### src/rtl/sgd_work_send_if.sv
// Stream interfaces used by the SGD worker transmit stage: a metadata
// channel (session/length descriptor) and a data channel (payload beats).

interface axis_meta #(
  parameter int DATA_W = 48
);
  logic              valid;
  logic              ready;
  logic [DATA_W-1:0] data;

  modport master (output valid, output data, input ready);
  modport slave  (input valid, input data, output ready);
endinterface

interface axi_stream #(
  parameter int DATA_W = 512
);
  logic                valid;
  logic                ready;
  logic [DATA_W-1:0]   data;
  logic [DATA_W/8-1:0] keep;
  logic                last;

  modport master (output valid, output data, output keep, output last, input ready);
  modport slave  (input valid, input data, input keep, input last, output ready);
endinterface

### src/rtl/sgd_work_send.sv
// Worker-side transmit stage: gathers one 32-bit result per bank, packs a
// complete sample into a 256-bit payload, buffers it in a small FIFO and
// sends it as a metadata beat followed by a single data beat.

module sgd_work_send #(
  parameter int NUM_OF_BANKS = 8,
  parameter int FIFO_DEPTH   = 4
) (
  input  logic                     clk,
  input  logic                     rst_n,
  input  logic [15:0]              session_id,
  input  logic signed [31:0]       ax_minus_b_sign_shifted_result [NUM_OF_BANKS-1:0],
  input  logic [NUM_OF_BANKS-1:0]  ax_minus_b_sign_shifted_result_valid,
  axis_meta.master                 m_axis_tx_metadata,
  axi_stream.master                m_axis_tx_data,
  output logic [31:0]              drop_cnt,
  output logic [31:0]              sent_cnt,
  output logic                     dup_err
);

  localparam int PAY_W = NUM_OF_BANKS * 32;
  localparam int PTR_W = (FIFO_DEPTH > 1) ? $clog2(FIFO_DEPTH) : 1;
  localparam logic [PTR_W:0] FULL_CNT = (PTR_W+1)'(FIFO_DEPTH);
  localparam logic [15:0] MSG_BYTES = 16'(NUM_OF_BANKS * 4);

  typedef enum logic [1:0] {IDLE, META, DATA} state_t;

  state_t                  state;
  state_t                  state_next;
  logic [NUM_OF_BANKS-1:0] got;
  logic [PAY_W-1:0]        staging;
  logic [PAY_W-1:0]        merged;
  logic                    complete;
  logic                    dup_hit;
  logic                    full;
  logic                    push;
  logic                    pop;
  logic [PAY_W-1:0]        mem [FIFO_DEPTH];
  logic [PTR_W-1:0]        wr_ptr;
  logic [PTR_W-1:0]        rd_ptr;
  logic [PTR_W:0]          count;
  logic [15:0]             sess_q;

  // Merge this cycle's strobed lanes over the staged lanes
  always_comb begin
    merged = staging;
    for (int i = 0; i < NUM_OF_BANKS; i++) begin
      if (ax_minus_b_sign_shifted_result_valid[i]) begin
        merged[i*32 +: 32] = ax_minus_b_sign_shifted_result[i];
      end
    end
  end

  assign complete = &(got | ax_minus_b_sign_shifted_result_valid);
  assign dup_hit  = (|(got & ax_minus_b_sign_shifted_result_valid)) && !complete;
  assign full     = (count == FULL_CNT);
  assign push     = complete && !full;
  assign pop      = (state == DATA) && m_axis_tx_data.ready;

  // Staging word follows the merged lanes; only got qualifies it
  always_ff @(posedge clk) begin
    staging <= merged;
  end

  // Track which banks have delivered for the sample being collected
  always_ff @(posedge clk) begin
    if (!rst_n) begin
      got <= '0;
    end else if (complete) begin
      got <= '0;
    end else begin
      got <= got | ax_minus_b_sign_shifted_result_valid;
    end
  end

  // Sticky flag for a bank strobing twice within one collection
  always_ff @(posedge clk) begin
    if (!rst_n) begin
      dup_err <= 1'b0;
    end else if (dup_hit) begin
      dup_err <= 1'b1;
    end
  end

  // Count vectors lost because the FIFO was full at completion
  always_ff @(posedge clk) begin
    if (!rst_n) begin
      drop_cnt <= '0;
    end else if (complete && full) begin
      drop_cnt <= drop_cnt + 32'd1;
    end
  end

  // Count messages whose data beat handshook
  always_ff @(posedge clk) begin
    if (!rst_n) begin
      sent_cnt <= '0;
    end else if (pop) begin
      sent_cnt <= sent_cnt + 32'd1;
    end
  end

  // FIFO storage; payload words are not reset
  always_ff @(posedge clk) begin
    if (push) begin
      mem[wr_ptr] <= merged;
    end
  end

  // FIFO pointers and occupancy; simultaneous push/pop leaves occupancy unchanged
  always_ff @(posedge clk) begin
    if (!rst_n) begin
      wr_ptr <= '0;
      rd_ptr <= '0;
      count  <= '0;
    end else begin
      if (push) wr_ptr <= wr_ptr + 1'b1;
      if (pop)  rd_ptr <= rd_ptr + 1'b1;
      case ({push, pop})
        2'b10:   count <= count + 1'b1;
        2'b01:   count <= count - 1'b1;
        default: count <= count;
      endcase
    end
  end

  // Capture the session when a message is about to be issued so it holds while stalled
  always_ff @(posedge clk) begin
    if ((state == IDLE) && (count != '0)) begin
      sess_q <= session_id;
    end
  end

  // Transmit FSM state register
  always_ff @(posedge clk) begin
    if (!rst_n) begin
      state <= IDLE;
    end else begin
      state <= state_next;
    end
  end

  // Transmit FSM next state and channel outputs
  always_comb begin
    state_next               = state;
    m_axis_tx_metadata.valid = 1'b0;
    m_axis_tx_metadata.data  = '0;
    m_axis_tx_data.valid     = 1'b0;
    m_axis_tx_data.data      = '0;
    m_axis_tx_data.keep      = '0;
    m_axis_tx_data.last      = 1'b0;
    case (state)
      IDLE: begin
        if (count != '0) state_next = META;
      end
      META: begin
        m_axis_tx_metadata.valid      = 1'b1;
        m_axis_tx_metadata.data[31:0] = {MSG_BYTES, sess_q};
        if (m_axis_tx_metadata.ready) state_next = DATA;
      end
      DATA: begin
        m_axis_tx_data.valid                 = 1'b1;
        m_axis_tx_data.data[PAY_W-1:0]       = mem[rd_ptr];
        m_axis_tx_data.keep[PAY_W/8-1:0]     = '1;
        m_axis_tx_data.last                  = 1'b1;
        if (m_axis_tx_data.ready) state_next = IDLE;
      end
      default: state_next = IDLE;
    endcase
  end

endmodule

### src/flat_wrapper.sv
// flat-port wrapper written by rule: the top's interface ports become plain ports
module sgd_work_send_flat 
#(
  parameter int NUM_OF_BANKS = 8,
  parameter int FIFO_DEPTH   = 4
)
  (clk, rst_n, session_id, ax_minus_b_sign_shifted_result, ax_minus_b_sign_shifted_result_valid, drop_cnt, sent_cnt, dup_err, m_axis_tx_metadata_valid, m_axis_tx_metadata_data, m_axis_tx_metadata_ready, m_axis_tx_data_valid, m_axis_tx_data_data, m_axis_tx_data_keep, m_axis_tx_data_last, m_axis_tx_data_ready);
  axis_meta #(.DATA_W(48)) m_axis_tx_metadata_i ();
  axi_stream #(.DATA_W(512)) m_axis_tx_data_i ();
  input  logic clk;
  input  logic rst_n;
  input  logic [15:0] session_id;
  input  logic signed [31:0] ax_minus_b_sign_shifted_result[NUM_OF_BANKS-1:0];
  input  logic [NUM_OF_BANKS-1:0] ax_minus_b_sign_shifted_result_valid;
  output logic [31:0] drop_cnt;
  output logic [31:0] sent_cnt;
  output logic dup_err;
  output wire logic [$bits(m_axis_tx_metadata_i.valid)-1:0] m_axis_tx_metadata_valid;
  output wire logic [$bits(m_axis_tx_metadata_i.data)-1:0] m_axis_tx_metadata_data;
  input wire logic [$bits(m_axis_tx_metadata_i.ready)-1:0] m_axis_tx_metadata_ready;
  output wire logic [$bits(m_axis_tx_data_i.valid)-1:0] m_axis_tx_data_valid;
  output wire logic [$bits(m_axis_tx_data_i.data)-1:0] m_axis_tx_data_data;
  output wire logic [$bits(m_axis_tx_data_i.keep)-1:0] m_axis_tx_data_keep;
  output wire logic [$bits(m_axis_tx_data_i.last)-1:0] m_axis_tx_data_last;
  input wire logic [$bits(m_axis_tx_data_i.ready)-1:0] m_axis_tx_data_ready;
  assign m_axis_tx_metadata_valid = m_axis_tx_metadata_i.valid;
  assign m_axis_tx_metadata_data = m_axis_tx_metadata_i.data;
  assign m_axis_tx_metadata_i.ready = m_axis_tx_metadata_ready;
  assign m_axis_tx_data_valid = m_axis_tx_data_i.valid;
  assign m_axis_tx_data_data = m_axis_tx_data_i.data;
  assign m_axis_tx_data_keep = m_axis_tx_data_i.keep;
  assign m_axis_tx_data_last = m_axis_tx_data_i.last;
  assign m_axis_tx_data_i.ready = m_axis_tx_data_ready;
  sgd_work_send #(.NUM_OF_BANKS(NUM_OF_BANKS), .FIFO_DEPTH(FIFO_DEPTH)) u_core (.clk(clk), .rst_n(rst_n), .session_id(session_id), .ax_minus_b_sign_shifted_result(ax_minus_b_sign_shifted_result), .ax_minus_b_sign_shifted_result_valid(ax_minus_b_sign_shifted_result_valid), .m_axis_tx_metadata(m_axis_tx_metadata_i), .m_axis_tx_data(m_axis_tx_data_i), .drop_cnt(drop_cnt), .sent_cnt(sent_cnt), .dup_err(dup_err));
endmodule
### config.mk
export PLATFORM = sky130hd
export DESIGN_NAME = sgd_work_send_flat
export DESIGN_NICKNAME = d
export VERILOG_FILES = /design/src/rtl/sgd_work_send_if.sv /design/src/rtl/sgd_work_send.sv /design/src/flat_wrapper.sv
export SDC_FILE = /design/constraint.sdc
export NUM_CORES = 1
export LEC_CHECK = 0
export BUFFER_PORTS_ARGS = -buffer_cell sky130_fd_sc_hd__buf_2
export CAP_MARGIN = 10
export CORE_AREA = 2 2 380 382
export DETAILED_ROUTE_END_ITERATION = 16
export DIE_AREA = 0 0 382 384
export GPL_TIMING_DRIVEN = 0
export PLACE_DENSITY = 0.68
export SLEW_MARGIN = 20
export SYNTH_ARGS = -nofsm -noshare
export SYNTH_HDL_FRONTEND = slang
export SYNTH_SLANG_ARGS = --single-unit
### constraint.sdc
create_clock -name clk -period 12.3 [get_ports clk]
set_input_delay 2.46 -clock clk [delete_from_list [all_inputs] [get_ports clk]]
set_output_delay 2.46 -clock clk [all_outputs]
set_load 0.005 [all_outputs]
==> impl_metrics.env, run 1 <==
export IMPL_status="finished clean"
export IMPL_netlist_instances=3010
export IMPL_ir_drop_mv=0.1278
export IMPL_routabilityCongestion=0.8130
export IMPL_synth_cell_type_count=48
export IMPL_yosysTopAreaCellShare_pct=58.11
export IMPL_worstSetupPathType="reg -> out"
export IMPL_die_w_um=382
export IMPL_clkLatencyLatePin_ps=790
export IMPL_grt_total_usage_pct=18.09
export IMPL_period_needed_ps=6223
export IMPL_synth_seq_cells=1380
export IMPL_ant_nets=0
export IMPL_start_util_pct=37.64
export IMPL_grt_pass1_vias=28298
export IMPL_firstDrtPassIters=5
export IMPL_hold_viol=0
export IMPL_layout_drive_gt1_share_pct=42.28
export IMPL_cts_resized=0
export IMPL_rsz0062_at_grt="false"
export IMPL_worst_pin_slew_ps=1060
export IMPL_startpoint_type="flip-flop"
export IMPL_clock_skew_final_ps=32.34
export IMPL_cts_sinks=1380
export IMPL_clk_pin_slew_ps=60
export IMPL_powerDensity_mw_per_mm2=152.7
export IMPL_numCtsBuffers=142
export IMPL_critical_path_arrival_ps=3760
export IMPL_dp_cells=5910
export IMPL_setup_viol=0
export IMPL_slew_violations=0
export IMPL_ys_seq_area_share_pct=70.77
export IMPL_synthArstFlopShare_pct=0
export IMPL_synth_edf_count=1040
export IMPL_crit_path_max_fanout=10
export IMPL_p_sw_share_pct=21.11
export IMPL_place_hpwl_um=95990
export IMPL_grt_max_degree=43
export IMPL_cap_violations=0
export IMPL_yosysTopAreaCell="edfxtp_1"
export IMPL_p_int_uw=7978
export IMPL_fin_cells=6190
export IMPL_drc=0
export IMPL_pwr_share_comb_pct=4.9
export IMPL_synth_area_top_cells="edfxtp_1 58%, dfxtp_1 13%, mux4_2 11%, mux2_2 5.4%, buf_4 4.9%"
export IMPL_placedInstanceArea_sq_mm=0.06131
export IMPL_clkPwrFrac_pct=43.7
export IMPL_route_vias_total=28934
export IMPL_maxSlewHeadroom_pct=29.18
export IMPL_switchingPower_uw=2135
export IMPL_cts_tree="yes"
export IMPL_htreeDepth=4
export IMPL_drtIter0Drc=1805
export IMPL_die_area_sq_mm=0.1467
export IMPL_ys_flop_type="edfxtp_1"
export IMPL_wirelength_um=136300
export IMPL_end_kind="output port"
export IMPL_fp_dieH_um=384
export IMPL_startpoint="u_core.state[1]"
export IMPL_fin_crit_sh_pct=50.60
export IMPL_cts_hold_buffers=0
export IMPL_design_power_total_uw=10110
export IMPL_r2r_end="u_core.mem[0][172]"
export IMPL_port_buffers=648
export IMPL_yosys_warnings=0
export IMPL_p_seq_share_pct=51.4
export IMPL_grt_overflow_total=0
export IMPL_r2r_start="u_core.got[2]"
export IMPL_power_leakage_uw=0.02507
export IMPL_crit_end="m_axis_tx_data_data[86]"
export IMPL_antenna_found_initial=50
export IMPL_syn_to_final_growth_pct=23.21
export IMPL_fin_setup_tns_ps=0
export IMPL_holdCritPathClass="reg -> reg"
export IMPL_viasPerCell=4.674
export IMPL_num_fill_cells=12200
export IMPL_fmax_mhz=160.7
export IMPL_floorplan_rows=139
export IMPL_cts_buffer_depth=3
export IMPL_post_drt_wl_per_cell_um=22.02
export IMPL_ff2ff_path_depth=8
export IMPL_avgSynthCellArea_sq_um=17.86
export IMPL_cts_setup_buffers=0
export IMPL_root_buffer="clkbuf_16"
export IMPL_grt_pass1_wl_um=193200
export IMPL_synth_area_sq_mm=0.05375
export IMPL_critPathRequiredTime_ps=9840
export IMPL_core_sq_mm=0.1428
export IMPL_final_cell_area_sq_mm=0.06622
export IMPL_reg2reg_slack_ps=8600
export IMPL_ioPinCount=976
export IMPL_nets=4443
==> per-layer routing <==
metal	part of all wire [%]	vias to the layer above	global-route usage, %
li1	-	13056	-
met1	38	14558	21.61
met2	51	1052	30.92
met3	8.0	236	5.586
met4	3.0	32	6.277
met5	0.13	-	0
==> per-stage QoR <==
| step | hold WS (ps) | utilization (%) | worst slack [ps] |
|---|---|---|---|
| after CTS | 482.3 | 46.35 | 5938 |
| after global placement | 453.2 | 42.42 | -4157 |
| after global routing | 518.5 | 46.37 | 5926 |
| after floorplan | 460.4 | - | 2220 |
| final | 481.5 | 46.38 | 6077 |
| after detailed placement | 467.1 | 42.94 | 5967 |
==> cells in the mapped netlist, types with 3 or more instances <==
cell      count
clkbuf_1     69
inv_1        14
or3_1        13
and2_1      280
xnor2_1       9
mux2i_1       9
nor3_1        4
a21oi_1      21
o21ai_0      13
buf_1        33
a22oi_1       4
edfxtp_1   1040
nor4_1       10
nor2_1       70
buf_4       353
and3_1       10
o22ai_1       3
mux4_2      256
xor2_1       29
nand2b_1      7
buf_2        33
o31ai_1       3
nand3_1      26
o211ai_1      3
mux2_2      256
ha_1          7
or4_1         8
and4_1       10
nand4_1      24
dfxtp_1     340
nand2_1      32
==> worst min-delay path by stage <==
stage | end | depth (start not counted) | startpoint
2_1_floorplan | u_core.dup_err | 2 | u_core.dup_err
3_3_place_gp | u_core.dup_err | 2 | u_core.dup_err
3_5_place_dp | u_core.sent_cnt[31] | 2 | u_core.sent_cnt[31]
4_1_cts | u_core.sent_cnt[31] | 2 | u_core.sent_cnt[31]
5_1_grt | u_core.sent_cnt[26] | 2 | u_core.sent_cnt[26]
6_report | u_core.sent_cnt[31] | 2 | u_core.sent_cnt[31]
==> flip-flops by register name, summed over array words and instances, names as in the netlist, named ones only <==
register and count:
u_core.count 3, u_core.drop_cnt 32, u_core.dup_err 1, u_core.got 8
u_core.mem 1024, u_core.rd_ptr 2, u_core.sent_cnt 32, u_core.sess_q 16
u_core.staging 256, u_core.state 2, u_core.wr_ptr 2
==> power by group through the flow <==
stage	Sequential, uW	Clock, uW	Combinational (uW)
2_1_floorplan	5300	0	329
3_3_place_gp	5310	0	472
3_5_place_dp	5300	0	494
4_1_cts	5200	4500	497
5_1_grt	5210	4680	546
6_report	5200	4410	498
==> cell usage in the layout, fill, tap and decap left out, types with 7 or more instances in the layout <==
master / n
or4_1: 8
nand2_1: 32
and2_1: 276
clkbuf_16: 146
clkinv_1: 24
clkbuf_8: 14
and3_1: 10
buf_12: 10
o21ai_0: 13
nand3_1: 26
dfxtp_1: 340
xor2_1: 29
ha_1: 7
a21oi_1: 21
buf_1: 32
diode_2: 15
xnor2_1: 9
clkinvlp_4: 8
mux2i_1: 9
buf_16: 18
buf_2: 682
clkinv_2: 15
edfxtp_1: 1040
conb_1: 319
mux4_2: 256
nor4_1: 10
or3_1: 13
and4_1: 10
inv_1: 14
nand2b_1: 7
mux2_2: 256
nor2_1: 70
clkbuf_1: 94
nand4_1: 24
buf_4: 354
bufinv_16: 13
==> critical path: stages, from the launching register on <==
cell,delay [ps]
dfxtp_1,410
nor2b_1,730
clkbuf_1,770
clkbuf_1,650
and2_1,280
buf_2,130
==> layout make-up <==
type                    instances  area, sq um  area share [%]
flip-flops and latches       1380        38040           57.44
well taps                    1903         2381           3.596
multi-input cells            1446        13670           20.64
inverters                      14        52.55         0.07936
repair buffers                679         3969           5.993
diodes                         15        37.54         0.05668
plain buffers                 488         3204           4.839
clock buffers                 189         3955           5.973
clock inverters                76        915.9           1.383
==> kinds of logic (layout without fill, tap and decap cells) <==
family	Yosys count	count (layout)	synth area share, %
DFF	1380	1380	70.77
muxes	521	521	16.26
and+or+nand+nor	507	507	5.515
buffers and inverters	502	1446	6.048
AOI/OAI and AO/OA	53	53	0.5820
xor gates and xnor gates	38	38	0.6192
adders and majority gates	8	8	0.2002
other	1	334	0.006977
(Power assumes the default switching activity.)
==> inputs of run 2 (changes only) <==
--- a/config.mk
+++ b/config.mk
@@ -11,7 +11,7 @@
 export DETAILED_ROUTE_END_ITERATION = 16
 export DIE_AREA = 0 0 382 384
 export GPL_TIMING_DRIVEN = 0
-export PLACE_DENSITY = 0.68
+export PLACE_DENSITY = 0.7
 export SLEW_MARGIN = 20
 export SYNTH_ARGS = -nofsm -noshare
 export SYNTH_HDL_FRONTEND = slang
==> constraint.sdc (replaced) <==
create_clock -name clk -period 5.35 [get_ports clk]
set_input_delay 1.07 -clock clk [delete_from_list [all_inputs] [get_ports clk]]
set_output_delay 1.07 -clock clk [all_outputs]
set_load 0.005 [all_outputs]
==> run 2 against run 1 <==
Against the previous run: first-iteration DRC count up 11%; routed wire length down 0.62%; count of clock-buffer cells in the layout up 2; cell area down 0.41%; via count up 0.18%; register-to-register slack worse by 6800 ps; largest power group unchanged.
==> impl_metrics.env, run 2 (synthesis gave the netlist of run 1 again) <==
export IMPL_multi_input_area_sq_mm=0.01367
export IMPL_worstSetupPathType="reg -> out"
export IMPL_place_hpwl_um=95500
export IMPL_hold_ws_ps=462.0
export IMPL_ant_nets=0
export IMPL_grt_max_degree=46
export IMPL_route_vias_total=28986
export IMPL_grt_total_usage_pct=17.91
export IMPL_cts_tree="yes"
export IMPL_die_w_um=382
export IMPL_maxSlewHeadroom_pct=25.73
export IMPL_status="finished clean"
export IMPL_whs_path_depth=1
export IMPL_worst_pin_slew_ps=1114
export IMPL_wirelength_um=135500
export IMPL_design_power_total_uw=22820
export IMPL_critPathRequiredTime_ps=4280
export IMPL_cts_resized=0
export IMPL_setup_viol=0
export IMPL_cts_hold_buffers=0
export IMPL_htreeDepth=4
export IMPL_fin_crit_sh_pct=87.58
export IMPL_critPathTopFamily="buffers and inverters"
export IMPL_cap_violations=0
export IMPL_ioPinCount=976
export IMPL_cp_cell_sequence="clkbuf_1 > clkbuf_1 > buf_2 > mux4_2 > and2_1 > buf_2"
export IMPL_path_depth=6
export IMPL_largest_register="u_core.mem"
export IMPL_crit_path_max_fanout=10
export IMPL_rsz0062_at_grt="false"
export IMPL_fmax_mhz=213.4
export IMPL_fp_dieH_um=384
export IMPL_path_buf_inv=4
export IMPL_ir_drop_mv=0.2983
export IMPL_start_util_pct=37.64
export IMPL_fin_cells=6193
export IMPL_cts_buffer_depth=3
export IMPL_drtIter0Drc=1996
export IMPL_grt_pass1_wl_um=191400
export IMPL_end_kind="output port"
export IMPL_cp_slowest_cell="clkbuf_1"
export IMPL_powerDensity_mw_per_mm2=346.1
export IMPL_drc=0
export IMPL_antenna_found_initial=46
export IMPL_largest_register_ffs=1024
export IMPL_power_leakage_uw=0.02495
export IMPL_core_sq_mm=0.1428
export IMPL_viasPerCell=4.680
export IMPL_cp_slowest_stage_delay_ps=740
export IMPL_cts_sinks=1380
export IMPL_clkLatencyLatePin_ps=770
export IMPL_nets=4440
export IMPL_period_needed_ps=4686
export IMPL_dp_cells=5907
export IMPL_hold_viol=0
export IMPL_firstDrtPassIters=7
export IMPL_slew_violations=0
export IMPL_num_fill_cells=12319
export IMPL_layout_drive_gt1_share_pct=42.24
export IMPL_post_drt_wl_per_cell_um=21.88
export IMPL_grt_pass1_vias=28421
export IMPL_layout_common_cells="1040 x edfxtp_1, 681 x buf_2, 354 x buf_4"
export IMPL_die_area_sq_mm=0.1467
export IMPL_clock_skew_final_ps=24.28
export IMPL_startpoint_type="flip-flop"
export IMPL_final_common_cell="edfxtp_1"
export IMPL_routabilityCongestion=0.8143
export IMPL_grt_overflow_total=0
export IMPL_ff2ff_path_depth=8
export IMPL_holdCritPathClass="in -> reg"
export IMPL_critical_path_arrival_ps=3620
export IMPL_fin_setup_tns_ps=0
export IMPL_port_buffers=648
export IMPL_floorplan_rows=139
export IMPL_reg_largest_list="u_core.mem (1024), u_core.staging (256)"
export IMPL_seqCellArea_sq_mm=0.03804
export IMPL_root_buffer="clkbuf_16"
export IMPL_numCtsBuffers=142
export IMPL_cts_setup_buffers=0
export IMPL_syn_to_final_growth_pct=22.70
export IMPL_clk_pin_slew_ps=60
==> run 2: changes by cell type in the layout (fill, tap and decap cells not counted), sizes merged <==
cell and delta:
bufinv -6, diode +7, clkinv +5, buf -3, clkbuf +2, clkinvlp -2
==> run 2: power by group <==
group	total, uW	switching, uW	internal (uW)
Combinational	1140	599	541
Sequential	12000	65.1	11900
Clock	9720	4190	5530
Total	22800	4860	18000
==> run 2: final cells by class <==
type	count	share of cell area [%]
inverter	14	0.07969
sequential	1380	57.68
timing repair buffer	676	5.929
multi-input combinational	1446	20.73
tap	1903	3.611
clock buffer	191	5.912
clock inverter	73	1.121
buffer	488	4.857
antenna	22	0.08348
==> run 2: metrics by stage <==
stage / cell area [sq um] / util [%] / worst slack (ps)
6_report: 65950 / 46.19 / 664.3
5_1_grt: 65940 / 46.18 / 314.7
4_1_cts: 65890 / 46.15 / 291.6
3_5_place_dp: 61250 / 42.90 / 195.3
3_3_place_gp: 60570 / 42.42 / -4258
2_1_floorplan: 54950 / - / -486.0
==> run 2: final timing paths <==
path / startpoint / to / slack (ps)
worst max register to register: u_core.got[0] / u_core.mem[2][185] / 1800
worst max-delay path: flip-flop / m_axis_tx_data_data[102] / 660
worst min-delay path: session_id[15] / u_core.sess_q[15] / 460
worst min register to register: u_core.dup_err / u_core.dup_err / 470
==> run 2: metal layers <==
layer | global-route usage, % | up-vias | share of wire (%)
met3 | 5.226 | 232 | 7.3
met5 | 0 | - | 0.094
met2 | 30.70 | 1053 | 51
li1 | - | 13060 | -
met1 | 21.45 | 14619 | 39
met4 | 6.394 | 22 | 3.0
==> inputs of run 3 (changes only) <==
--- a/config.mk
+++ b/config.mk
@@ -11,7 +11,7 @@
 export DETAILED_ROUTE_END_ITERATION = 16
 export DIE_AREA = 0 0 382 384
 export GPL_TIMING_DRIVEN = 0
-export PLACE_DENSITY = 0.7
+export PLACE_DENSITY = 0.65
 export SLEW_MARGIN = 20
 export SYNTH_ARGS = -nofsm -noshare
 export SYNTH_HDL_FRONTEND = slang
==> run 3 against run 2 <==
Against the previous run: combinational power hardly changed; sequential share of layout area is 0.29 points lower; clock skew is 7.7 ps higher; register-to-register slack worse by 70 ps; highest routed layer unchanged; largest cell class unchanged; cell count is 0.15% higher; global-route usage is 0.27 points higher; utilization is 0.23 points higher; setup slack worse by 150 ps; worst hold slack worse by 5.1 ps; count of clock-buffer cells in the layout is 22 higher; via count is 0.84% lower.
==> impl_metrics.env, run 3 (synthesis gave the netlist of run 1 again) <==
export IMPL_maxSlewHeadroom_pct=24.64
export IMPL_r2r_start="u_core.got[0]"
export IMPL_nets=4447
export IMPL_crit_end="m_axis_tx_data_data[86]"
export IMPL_clk_pin_slew_ps=60
export IMPL_ant_nets=0
export IMPL_period_needed_ps=4835
export IMPL_end_kind="output port"
export IMPL_holdCritPathClass="in -> reg"
export IMPL_place_hpwl_um=97310
export IMPL_largest_register_ffs=1024
export IMPL_grt_total_usage_pct=18.18
export IMPL_layout_common_cells="1040 x edfxtp_1, 682 x buf_2, 355 x buf_4"
export IMPL_worstSetupPathType="reg -> out"
export IMPL_startpoint_type="flip-flop"
export IMPL_drtIter0Drc=1896
export IMPL_grt_pass1_vias=28193
export IMPL_fin_crit_sh_pct=90.37
export IMPL_cts_resized=0
export IMPL_grt_max_degree=46
export IMPL_whs_path_depth=1
export IMPL_powerDensity_mw_per_mm2=351.0
export IMPL_final_common_cell="edfxtp_1"
export IMPL_rsz0062_at_grt="false"
export IMPL_cts_setup_buffers=0
export IMPL_ir_drop_mv=0.2787
export IMPL_cts_sinks=1380
export IMPL_num_fill_cells=12331
export IMPL_setup_viol=0
export IMPL_core_sq_mm=0.1428
export IMPL_power_leakage_uw=0.02509
export IMPL_worst_pin_slew_ps=1130
export IMPL_cp_cell_sequence="clkbuf_1 > clkbuf_1 > buf_2 > mux4_2 > and2_1 > buf_2"
export IMPL_viasPerCell=4.634
export IMPL_final_util_pct=46.42
export IMPL_route_vias_total=28742
export IMPL_design_power_total_uw=23270
export IMPL_ff2ff_path_depth=8
export IMPL_floorplan_rows=139
export IMPL_routabilityCongestion=0.7825
export IMPL_syn_to_final_growth_pct=23.32
export IMPL_cts_buffer_depth=3
export IMPL_grt_overflow_total=0
export IMPL_clkLatencyLatePin_ps=780
export IMPL_layout_drive_gt1_share_pct=42.40
export IMPL_grt_pass1_wl_um=193500
export IMPL_antenna_found_initial=61
export IMPL_firstDrtPassIters=5
export IMPL_cts_hold_buffers=0
export IMPL_cp_slowest_cell="clkbuf_1"
export IMPL_r2r_end="u_core.mem[3][234]"
export IMPL_critical_path_arrival_ps=3760
export IMPL_hold_viol=0
export IMPL_drc=0
export IMPL_die_area_sq_mm=0.1467
export IMPL_post_drt_wl_per_cell_um=22.12
export IMPL_start_util_pct=37.64
export IMPL_crit_path_max_fanout=10
export IMPL_cts_tree="yes"
export IMPL_reg_largest_list="u_core.mem (1024), u_core.staging (256)"
export IMPL_reg2reg_slack_ps=1730
export IMPL_root_buffer="clkbuf_16"
export IMPL_slew_violations=0
export IMPL_critPathRequiredTime_ps=4280
export IMPL_htreeDepth=4
export IMPL_numCtsBuffers=146
export IMPL_clock_skew_final_ps=31.95
export IMPL_fmax_mhz=206.8
export IMPL_wirelength_um=137200
export IMPL_port_buffers=648
export IMPL_largest_register="u_core.mem"
export IMPL_status="finished clean"
export IMPL_die_w_um=382
export IMPL_cp_slowest_stage_delay_ps=770
export IMPL_cap_violations=0
export IMPL_fp_dieH_um=384
export IMPL_ioPinCount=976
==> run 3: per-stage QoR <==
step / setup TNS [ps] / instance area, sq um / cells / hold slack (ps) / worst slack, ps
floorplan: -497680 / 54950 / 3328 / 460.4 / -486.0
global placement: -4559430 / 60570 / 5879 / 455.8 / -4541
detailed placement: -33.03 / 61330 / 5910 / 468.8 / -3.649
CTS: 0 / 66230 / 6181 / 386.8 / 347.3
global route: 0 / 66280 / 6201 / 415.6 / 265.4
finish: 0 / 66280 / 6202 / 456.9 / 515.1
==> run 3: metal layers <==
layer | global-route usage [%] | wire length, um | share of wire [%]
met5 | 0 | 218 | 0.16
met4 | 7.400 | 4580 | 3.3
met3 | 5.547 | 9766 | 7.1
met2 | 31.17 | 70170 | 51
met1 | 21.24 | 52440 | 38
==> run 3: report_power, final <==
group          internal (uW)  switching (uW)
logic                    542             607
clock network           5930            4230
registers              11900            62.1
total                  18400            4900
==> run 3: worst min path at each step <==
| stage | start | slack (ps) | endpoint |
|---|---|---|---|
| 2_1_floorplan | u_core.dup_err | 460 | u_core.dup_err |
| 3_3_place_gp | u_core.sent_cnt[31] | 460 | u_core.sent_cnt[31] |
| 3_5_place_dp | u_core.sent_cnt[31] | 470 | u_core.sent_cnt[31] |
| 4_1_cts | session_id[4] | 390 | u_core.sess_q[4] |
| 5_1_grt | session_id[4] | 420 | u_core.sess_q[4] |
| 6_report | session_id[10] | 460 | u_core.sess_q[10] |
==> run 3: area by class of cell <==
class	instances	area, sq um	share of cell area [%]
Sequential cell	1380	38040	57.39
Multi-Input combinational cell	1446	13680	20.63
Antenna cell	21	52.55	0.07928
Clock inverter	58	726.9	1.097
Clock buffer	213	4178	6.303
Buffer	488	3202	4.831
Tap cell	1903	2381	3.592
Timing Repair Buffer	679	3976	5.999
Inverter	14	52.55	0.07928
==> run 3: critical path, delay by kind of cell, from the launching register on <==
family / cells / cell delay, ps
buf+inv: 4 / 1700
flops: 1 / 440
mux: 1 / 650
simple gates: 1 / 190
